`config.mk`:
```
export PLATFORM = sky130hd
export DESIGN_NAME = pc_fetch_unit_flat
export DESIGN_NICKNAME = d
export VERILOG_FILES = /design/src/rtl/pc_fetch_unit_if.sv /design/src/rtl/pc_fetch_unit.sv /design/src/flat_wrapper.sv
export SDC_FILE = /design/constraint.sdc
export NUM_CORES = 1
export LEC_CHECK = 0
export BUFFER_PORTS_ARGS = -buffer_cell sky130_fd_sc_hd__buf_4
export CAP_MARGIN = 10
export CORE_MARGIN = 10
export CORE_UTILIZATION = 50
export CTS_CLUSTER_DIAMETER = 200
export DETAILED_ROUTE_END_ITERATION = 6
export PLACE_DENSITY = 0.76
export SLEW_MARGIN = 10
export SYNTH_ARGS = -nofsm -noshare
export SYNTH_HDL_FRONTEND = slang
export SYNTH_SLANG_ARGS = --single-unit
```
`constraint.sdc`:
```
create_clock -name clk -period 4.1 [get_ports clk]
set_input_delay 0.82 -clock clk [delete_from_list [all_inputs] [get_ports clk]]
set_output_delay 0.82 -clock clk [all_outputs]
set_load 0.005 [all_outputs]
```
`src/rtl/pc_fetch_unit_if.sv`:
```
// Instruction-memory request/response bus for the fetch unit.
// Ports: req/addr (fetch side drives), ready/rdata (memory side drives).
interface pc_fetch_unit_if;
    logic        req;
    logic [31:0] addr;
    logic        ready;
    logic [31:0] rdata;

    modport master (
        output req,
        output addr,
        input  ready,
        input  rdata
    );

    modport slave (
        input  req,
        input  addr,
        output ready,
        output rdata
    );
endinterface

```
`src/rtl/pc_fetch_unit.sv`:
```
// PC register and fetch sequencer: issues imem requests, buffers one word
// under stall, takes branch/jump/JR redirects from decode.
// Ports: clk/rst, stall, redirect_*/br_*/j_target/jr_addr from decode,
// imem (master bus), if_* to decode, err_misaligned pulse.
module pc_fetch_unit #(
    parameter logic [31:0] RESET_VECTOR = 32'h0040_0000,
    parameter int          ADDR_W       = 32
) (
    input  logic              clk,
    input  logic              rst,
    input  logic              stall,
    input  logic              redirect_valid,
    input  logic [1:0]        redirect_sel,
    input  logic [ADDR_W-1:0] br_pc4,
    input  logic [15:0]       br_imm,
    input  logic [25:0]       j_target,
    input  logic [ADDR_W-1:0] jr_addr,
    pc_fetch_unit_if.master   imem,
    output logic              if_valid,
    output logic [31:0]       if_instr,
    output logic [ADDR_W-1:0] if_pc,
    output logic [ADDR_W-1:0] if_pc4,
    output logic              err_misaligned
);

    typedef enum logic {
        FETCH,
        HOLD
    } state_t;

    state_t            state;
    logic [ADDR_W-1:0] pc;
    logic              kill;
    logic [31:0]       skid_instr;
    logic [ADDR_W-1:0] skid_pc;

    logic [ADDR_W-1:0] target;
    logic              jr_mis;
    logic              done;

    always_comb begin
        target = '0;
        unique case (1'b1)
            redirect_sel == 2'b01:
                target = {br_pc4[31:28], j_target, 2'b00};
            redirect_sel == 2'b10:
                target = {jr_addr[31:2], 2'b00};
            default:
                target = br_pc4
                       + {{14{br_imm[15]}}, br_imm, 2'b00};
        endcase
    end

    assign jr_mis = redirect_valid
                  && (redirect_sel == 2'b10)
                  && (jr_addr[1:0] != 2'b00);

    assign done = imem.req && imem.ready;

    always_ff @(posedge clk) begin
        if (rst) begin
            state          <= FETCH;
            pc             <= RESET_VECTOR;
            kill           <= 1'b0;
            skid_instr     <= '0;
            skid_pc        <= '0;
            imem.req       <= 1'b1;
            imem.addr      <= RESET_VECTOR;
            if_valid       <= 1'b0;
            if_instr       <= '0;
            if_pc          <= '0;
            if_pc4         <= '0;
            err_misaligned <= 1'b0;
        end else begin
            err_misaligned <= jr_mis;
            unique case (state)
                FETCH: begin
                    if (done) begin
                        if (kill || redirect_valid) begin
                            // Word belongs to a flushed path.
                            kill     <= 1'b0;
                            if_valid <= 1'b0;
                            if (redirect_valid) begin
                                pc        <= target;
                                imem.addr <= target;
                            end else begin
                                imem.addr <= pc;
                            end
                        end else if (!if_valid || !stall) begin
                            if_valid  <= 1'b1;
                            if_instr  <= imem.rdata;
                            if_pc     <= pc;
                            if_pc4    <= pc + 32'd4;
                            pc        <= pc + 32'd4;
                            imem.addr <= pc + 32'd4;
                        end else begin
                            skid_instr <= imem.rdata;
                            skid_pc    <= pc;
                            pc         <= pc + 32'd4;
                            imem.req   <= 1'b0;
                            state      <= HOLD;
                        end
                    end else if (redirect_valid) begin
                        // Request in flight: keep bus stable,
                        // drop its word when it lands.
                        kill     <= 1'b1;
                        pc       <= target;
                        if_valid <= 1'b0;
                    end else if (if_valid && !stall) begin
                        if_valid <= 1'b0;
                    end
                end
                HOLD: begin
                    if (redirect_valid) begin
                        if_valid  <= 1'b0;
                        pc        <= target;
                        imem.addr <= target;
                        imem.req  <= 1'b1;
                        state     <= FETCH;
                    end else if (!stall) begin
                        if_valid  <= 1'b1;
                        if_instr  <= skid_instr;
                        if_pc     <= skid_pc;
                        if_pc4    <= skid_pc + 32'd4;
                        imem.addr <= pc;
                        imem.req  <= 1'b1;
                        state     <= FETCH;
                    end
                end
            endcase
        end
    end

endmodule

```
`src/flat_wrapper.sv`:
```
// flat-port wrapper written by rule: the top's interface ports become plain ports
module pc_fetch_unit_flat 
#(
    parameter logic [31:0] RESET_VECTOR = 32'h0040_0000,
    parameter int          ADDR_W       = 32
)
  (clk, rst, stall, redirect_valid, redirect_sel, br_pc4, br_imm, j_target, jr_addr, if_valid, if_instr, if_pc, if_pc4, err_misaligned, imem_req, imem_addr, imem_ready, imem_rdata);
  pc_fetch_unit_if imem_i ();
  input  logic clk;
  input  logic rst;
  input  logic stall;
  input  logic redirect_valid;
  input  logic [1:0] redirect_sel;
  input  logic [ADDR_W-1:0] br_pc4;
  input  logic [15:0] br_imm;
  input  logic [25:0] j_target;
  input  logic [ADDR_W-1:0] jr_addr;
  output logic if_valid;
  output logic [31:0] if_instr;
  output logic [ADDR_W-1:0] if_pc;
  output logic [ADDR_W-1:0] if_pc4;
  output logic err_misaligned;
  output wire logic [$bits(imem_i.req)-1:0] imem_req;
  output wire logic [$bits(imem_i.addr)-1:0] imem_addr;
  input wire logic [$bits(imem_i.ready)-1:0] imem_ready;
  input wire logic [$bits(imem_i.rdata)-1:0] imem_rdata;
  assign imem_req = imem_i.req;
  assign imem_addr = imem_i.addr;
  assign imem_i.ready = imem_ready;
  assign imem_i.rdata = imem_rdata;
  pc_fetch_unit #(.RESET_VECTOR(RESET_VECTOR), .ADDR_W(ADDR_W)) u_core (.clk(clk), .rst(rst), .stall(stall), .redirect_valid(redirect_valid), .redirect_sel(redirect_sel), .br_pc4(br_pc4), .br_imm(br_imm), .j_target(j_target), .jr_addr(jr_addr), .imem(imem_i), .if_valid(if_valid), .if_instr(if_instr), .if_pc(if_pc), .if_pc4(if_pc4), .err_misaligned(err_misaligned));
endmodule
```
==> results of run 1 <==
-- logic make-up (layout without fill, tap and decap cells) --
logic type	after synthesis	count (layout)	share of synthesized area, %
compound gates	461	461	23.7
xor+xnor	90	90	6.35
fa+ha+maj	34	34	3.45
buf+inv	144	350	4.55
flops	227	227	36.2
mux	74	74	5.93
simple gates	572	572	19.8
-- metrics by stage --
step	util (%)	instance area, um2	worst slack, ns	instances	total power (uW)
5_1_grt	62.8	15400	0.752	2132	5840
6_report	62.8	15400	0.999	2132	5590
3_5_place_dp	59.9	14700	0.467	2094	3600
2_1_floorplan	-	12500	0.819	1602	3120
3_3_place_gp	59.9	14700	0.489	2094	3590
4_1_cts	62.8	15400	0.992	2132	5620
-- synth_stat cells, drive strengths merged, types with 2 or more instances --
master	count	area (um2)
or3	6	37.5
o41ai	5	58.8
and3	14	87.6
a22oi	16	120
o31ai	5	37.5
buf	27	130
nand4	16	121
or2	2	12.5
o2111ai	3	26.3
and2	7	46.3
and4	7	63.8
nor4	5	67.6
a21oi	165	830
a21o	22	165
a22o	4	35.0
a21boi	2	15.0
o31a	2	17.5
mux2i	72	721
dfxtp	227	4540
nor2b	5	31.3
ha	33	413
nand3	27	135
o22ai	4	25.0
nand3b	2	15.0
a221o	3	30.0
o21a	7	52.6
nand2	255	967
xor2	44	385
a311oi	2	17.5
nor3	15	75.1
a211oi	104	781
o211ai	25	188
mux2	2	22.5
o21ai	58	290
nor2	204	768
a221oi	18	158
inv	16	60.1
nand2b	4	25.0
a31oi	7	43.8
o21bai	2	15.0
xnor2	46	410
clkbuf	101	380
-- routing by layer --
layer | up-vias | global-route usage [%]
met5 | - | 0
met3 | 37 | 7.08
met2 | 462 | 36.9
met1 | 5644 | 33.7
li1 | 6064 | -
met4 | 0 | 4.13
-- cell type report --
cell class,count,area [um2]
fillers,2221,9120
flip-flops and latches,227,4550
inverters,16,60.1
well taps,324,405
clock inverters,9,80.1
repair buffers,296,2240
clock buffers,29,639
multi-input cells,1231,7450
-- state kept, by name (all words and copies together), names as in the netlist --
register               flops
u_core.if_pc              30
u_core.imem.req            1
u_core.skid_pc            32
u_core.pc                 32
u_core.err_misaligned      1
u_core.if_pc4             32
u_core.if_valid            1
u_core.if_instr           32
u_core.state               1
u_core.imem.addr          32
u_core.kill                1
u_core.skid_instr         32
-- power by group --
group	total, uW	leakage [uW]	internal (uW)	switching (uW)
clock network	2030	0.000357	1170	864
logic	1110	0.00376	501	613
registers	2450	0.00185	2320	126
-- path summary, 6_finish.rpt --
check | to | start | cells past startpoint
max | u_core.imem.addr[30] | br_pc4[2] | 12
min reg2reg | u_core.skid_instr[24] | u_core.skid_instr[24] | 2
min | u_core.skid_instr[24] | u_core.skid_instr[24] | 2
max reg2reg | u_core.if_pc[2] | u_core.state | 6
-- worst max-delay path, stage by stage --
cell and delay [ns]:
buf_4 0.12, ha_1 0.23, fa_1 0.43, a211oi_1 0.34, o211ai_1 0.16, a21oi_2 0.28
nor4_2 0.10, o21a_1 0.20, or4_1 0.46, nand3_1 0.12, nand2_1 0.06, a22o_1 0.18
==> flow_summary.toml, run 1 <==
[run_status]
status = "completed"

[routing]
drt_iter0_markers = 898
ant_nets = 0
wl_met3_um = 4000
routed_via_density = 5.73
drc_errors = 0
routedWlPerCell_um = 18.9
via_count = 12200
first_pass_iters = 5
topRoutingLayerUsed = "met4"
wl_met2_um = 17700
wl_met1_um = 18200
routed_wl_um = 40400

[placed_design]
globalplace.congestion = 0.908
dpl.hpwl_um = 30200
io_buffers = 275

[cts]
insertion_delay_ns = 0.51
numCtsBuffers = 23
cts_setup_buffers = 0
cts_resized = 0
cts_tree = "yes"
cts_root_buf = "clkbuf_16"
path_clk_slew_ns = 0.06
htreeDepth = 1
clock_sinks = 227
cts_max_path_buffers = 3
hold_buffers = 0

[sta]
slew_violations = 0
hold_viol = 0
setup_violations = 0
relSlewSlack_pct = 30.6
finalCritPeriodShare_pct = 75.6
fmax_mhz = 322
tns_ns = 0
min_period_ns = 3.10
finalClockSkew_ns = 0.0117
whs_ns = 0.452
rsz0062_at_grt = "no"
worst_slew_pin_slew_ns = 1.04

[final_layout]
finalNetCount = 1974
layout_commonest_cell = "buf_4"
layout_common_cells = "294 x buf_4, 253 x nand2_1, 226 x dfxtp_1"
syn_to_final_growth_pct = 22.9
diodes = 0
layout-drive-gt1-share_pct = 19.7

[die]
die_x_um = 178
chipHeight_um = 178
start_util_pct = 51.1
fp-row-count = 57
design.core.area_um2 = 24500
pin_count = 276
die_area_um2 = 31800

[synthesis]
synth-warning-count = 0
synth_seq_cells = 227
synth_top_flop_cell = "dfxtp_1"
synthArstFlopShare_pct = 0
synthesis.area_um2 = 12500
ys_types = 71
avgSynthCellArea_um2 = 7.83
synth_edf_count = 0
syn_inst = 1602
synth_nets = 1781
ys_seq_area_share_pct = 36.2

[global_routing]
gr-total-overflow = 0
grt_pass1_wl_um = 63400
grt_max_degree = 103
track_usage_pct = 24.3
grt_pass1_vias = 11500
antenna_found_initial = 0

[setup_path]
worstPathArrival_ns = 3.50
critPathMaxFanout = 4
crit_required_ns = 4.49
worstSetupStartpointType = "primary input"
path_class = "primary input to register"
end_kind = "register"
reg2reg_setup_slack_ns = 1.38

[power]
p_per_area_nw_per_um2 = 363
power.leakage_uw = 0.00597
peakVddDrop_v = 0.000281

[job]
max_cap_viol_count = 0

[hold_path]
hp-class = "register to register"
Power figures use the tool's default switching activity.
==> run 2, diff against run 1 <==
Settings changed: ABC_AREA from default to 1.
Clock period 4.1 ns to 2.98 ns, I/O delays scaled along.
==> flow_summary.toml, run 2 <==
[cts]
cts_root_buf = "clkbuf_16"
path_clk_slew_ns = 0.06
cts_tree = "yes"
cts_setup_buffers = 0
cts_resized = 0
numCtsBuffers = 25
insertion_delay_ns = 0.54
hold_buffers = 0
clock_sinks = 227
cts_max_path_buffers = 3
htreeDepth = 1

[job]
max_cap_viol_count = 0

[die]
die_x_um = 185
die_area_um2 = 34200
design.core.area_um2 = 26900
pin_count = 276
chipHeight_um = 185
fp-row-count = 60
start_util_pct = 50.6

[placed_design]
globalplace.congestion = 1.01
dpl.hpwl_um = 37300
io_buffers = 275
post_dp_cell_area_um2 = 16000

[setup_path]
crit_chain = "ha_1, nand2_1, nor3_2, nand2_1, nor3_2, nand4_1, xor2_1, nand2_1, nand3_1, nand2_1, a21oi_1"
worstSetupStartpointType = "register"
path_class = "register to register"
critPathMaxFanout = 4
cp_top_family = "simple AND/OR/NAND/NOR gates"
worst-path-buf-inv = 0
worstPathArrival_ns = 3.02
crit_required_ns = 3.44
cpPeakStageDelay_ns = 0.40
end_kind = "register"
path_common_cell = "nand2_1"
cp_slowest_cell = "dfxtp_1"

[power]
seqPwrFrac_pct = 40.0
internal-power_uw = 5930
peakVddDrop_v = 0.000392
clkPwrFrac_pct = 38.9
comb_power_share_pct = 21.1
swShare_pct = 29.8
p_per_area_nw_per_um2 = 500
power.leakage_uw = 0.00788
p_sw_uw = 2510
total_power_uw = 8450

[hold_path]
hp-class = "primary input to register"

[synthesis]
synth_commonest_cells = "640 x nand2_1, 227 x dfxtp_1, 207 x o21ai_0"
synth-warning-count = 0
yosys.area.top_type_share_pct = 33.4
synth_top_flop_cell = "dfxtp_1"
synthArstFlopShare_pct = 0
syn_inst = 2128
ys_types = 45
avgSynthCellArea_um2 = 6.39
synth_area_leaders = "dfxtp_1 33%, nand2_1 18%, o21ai_0 7.6%, a21oi_1 5.5%, inv_1 5.3%"
synthesis.area_um2 = 13600
synth_seq_cells = 227
synthMostInstantiatedCell = "nand2_1"
ys_seq_area_share_pct = 33.4
synth_edf_count = 0
synth_nets = 2307
synth_top_area_cell = "dfxtp_1"

[sta]
min_period_ns = 2.56
setup_violations = 0
fmax_mhz = 391
rsz0062_at_grt = "no"
hold_viol = 0
tns_ns = 0
worst_slew_pin_slew_ns = 0.870
finalCritPeriodShare_pct = 85.9
slew_violations = 0
relSlewSlack_pct = 42.0
whs_ns = 0.287
finalClockSkew_ns = 0.0175

[final_layout]
finalNetCount = 2529
finish.instance_area_um2 = 16900
layout-drive-gt1-share_pct = 16.9
diodes = 0
seq_area_um2 = 4550
postLayoutCoreUtil_pct = 62.9
syn_to_final_growth_pct = 24.2
fillers = 2533
layout_common_cells = "640 x nand2_1, 313 x buf_4, 226 x dfxtp_1"
layout_commonest_cell = "nand2_1"
multiInputGateArea_um2 = 7830

[routing]
first_pass_iters = 6
routedWlPerCell_um = 18.4
drc_errors = 0
routed_via_density = 5.63
ant_nets = 0
routed_wl_um = 49800
via_count = 15300
drt_iter0_markers = 1330

[global_routing]
antenna_found_initial = 0
grt_max_degree = 152
grt_pass1_vias = 14200
gr-total-overflow = 0
track_usage_pct = 27.8
grt_pass1_wl_um = 77300

[run_status]
status = "completed"
run 2: metal layers:
| metal | global-route usage (%) | vias up | wire, um |
|---|---|---|---|
| met1 | 35.5 | 7057 | 21200 |
| met3 | 4.62 | 92 | 3880 |
| li1 | - | 7485 | - |
| met2 | 46.8 | 622 | 23400 |
| met5 | 0 | - | 0 |
| met4 | 8.09 | 0 | 1370 |
run 2: worst paths after layout:
| path | startpoint | endpoint | slack, ns | cells past startpoint |
|---|---|---|---|---|
| worst min-delay path | imem_rdata[1] | u_core.skid_instr[1] | 0.29 | 3 |
| worst max register to register | u_core.pc[2] | u_core.imem.addr[30] | 0.42 | 11 |
| worst min register to register | u_core.imem.addr[19] | u_core.imem.addr[19] | 0.47 | 2 |
| worst max-delay path | u_core.pc[2] | u_core.imem.addr[30] | 0.42 | 11 |
run 2: worst register-to-register path: stages, from the launching register on:
cell     delay, ns
dfxtp_1       0.40
ha_1          0.23
nand2_1       0.11
nor3_2        0.36
nand2_1       0.21
nor3_2        0.26
nand4_1       0.18
xor2_1        0.33
nand2_1       0.12
nand3_1       0.10
nand2_1       0.07
a21oi_1       0.12
run 2: per-stage QoR:
step | worst slack (ns) | instances
4_1_cts | 0.490 | 2710
6_report | 0.420 | 2710
3_5_place_dp | 0.0304 | 2664
2_1_floorplan | 0.583 | 2128
5_1_grt | 0.184 | 2710
3_3_place_gp | 0.0756 | 2664
run 2: area by class of cell:
class / instances / share of cell area (%)
clock buffer: 36 / 4.36
timing repair buffer: 319 / 14.6
multi-input combinational: 1580 / 46.3
tap: 341 / 2.52
sequential: 227 / 26.9
inverter: 197 / 4.41
clock inverter: 10 / 0.844
run 2: power by group through the flow:
stage	Combinational (uW)	Clock, uW	Sequential [uW]
2_1_floorplan	995	0	3390
3_3_place_gp	1730	0	3440
3_5_place_dp	1760	0	3440
4_1_cts	1770	3320	3380
5_1_grt	1970	3450	3400
6_report	1780	3290	3380
run 2: logic make-up after synthesis:
kind of cell | after synthesis | synth area share, %
compound gates | 516 | 21.3
xor+xnor | 50 | 3.22
fa+ha+maj | 34 | 3.18
buf+inv | 321 | 9.08
flops | 227 | 33.4
simple gates | 980 | 29.8
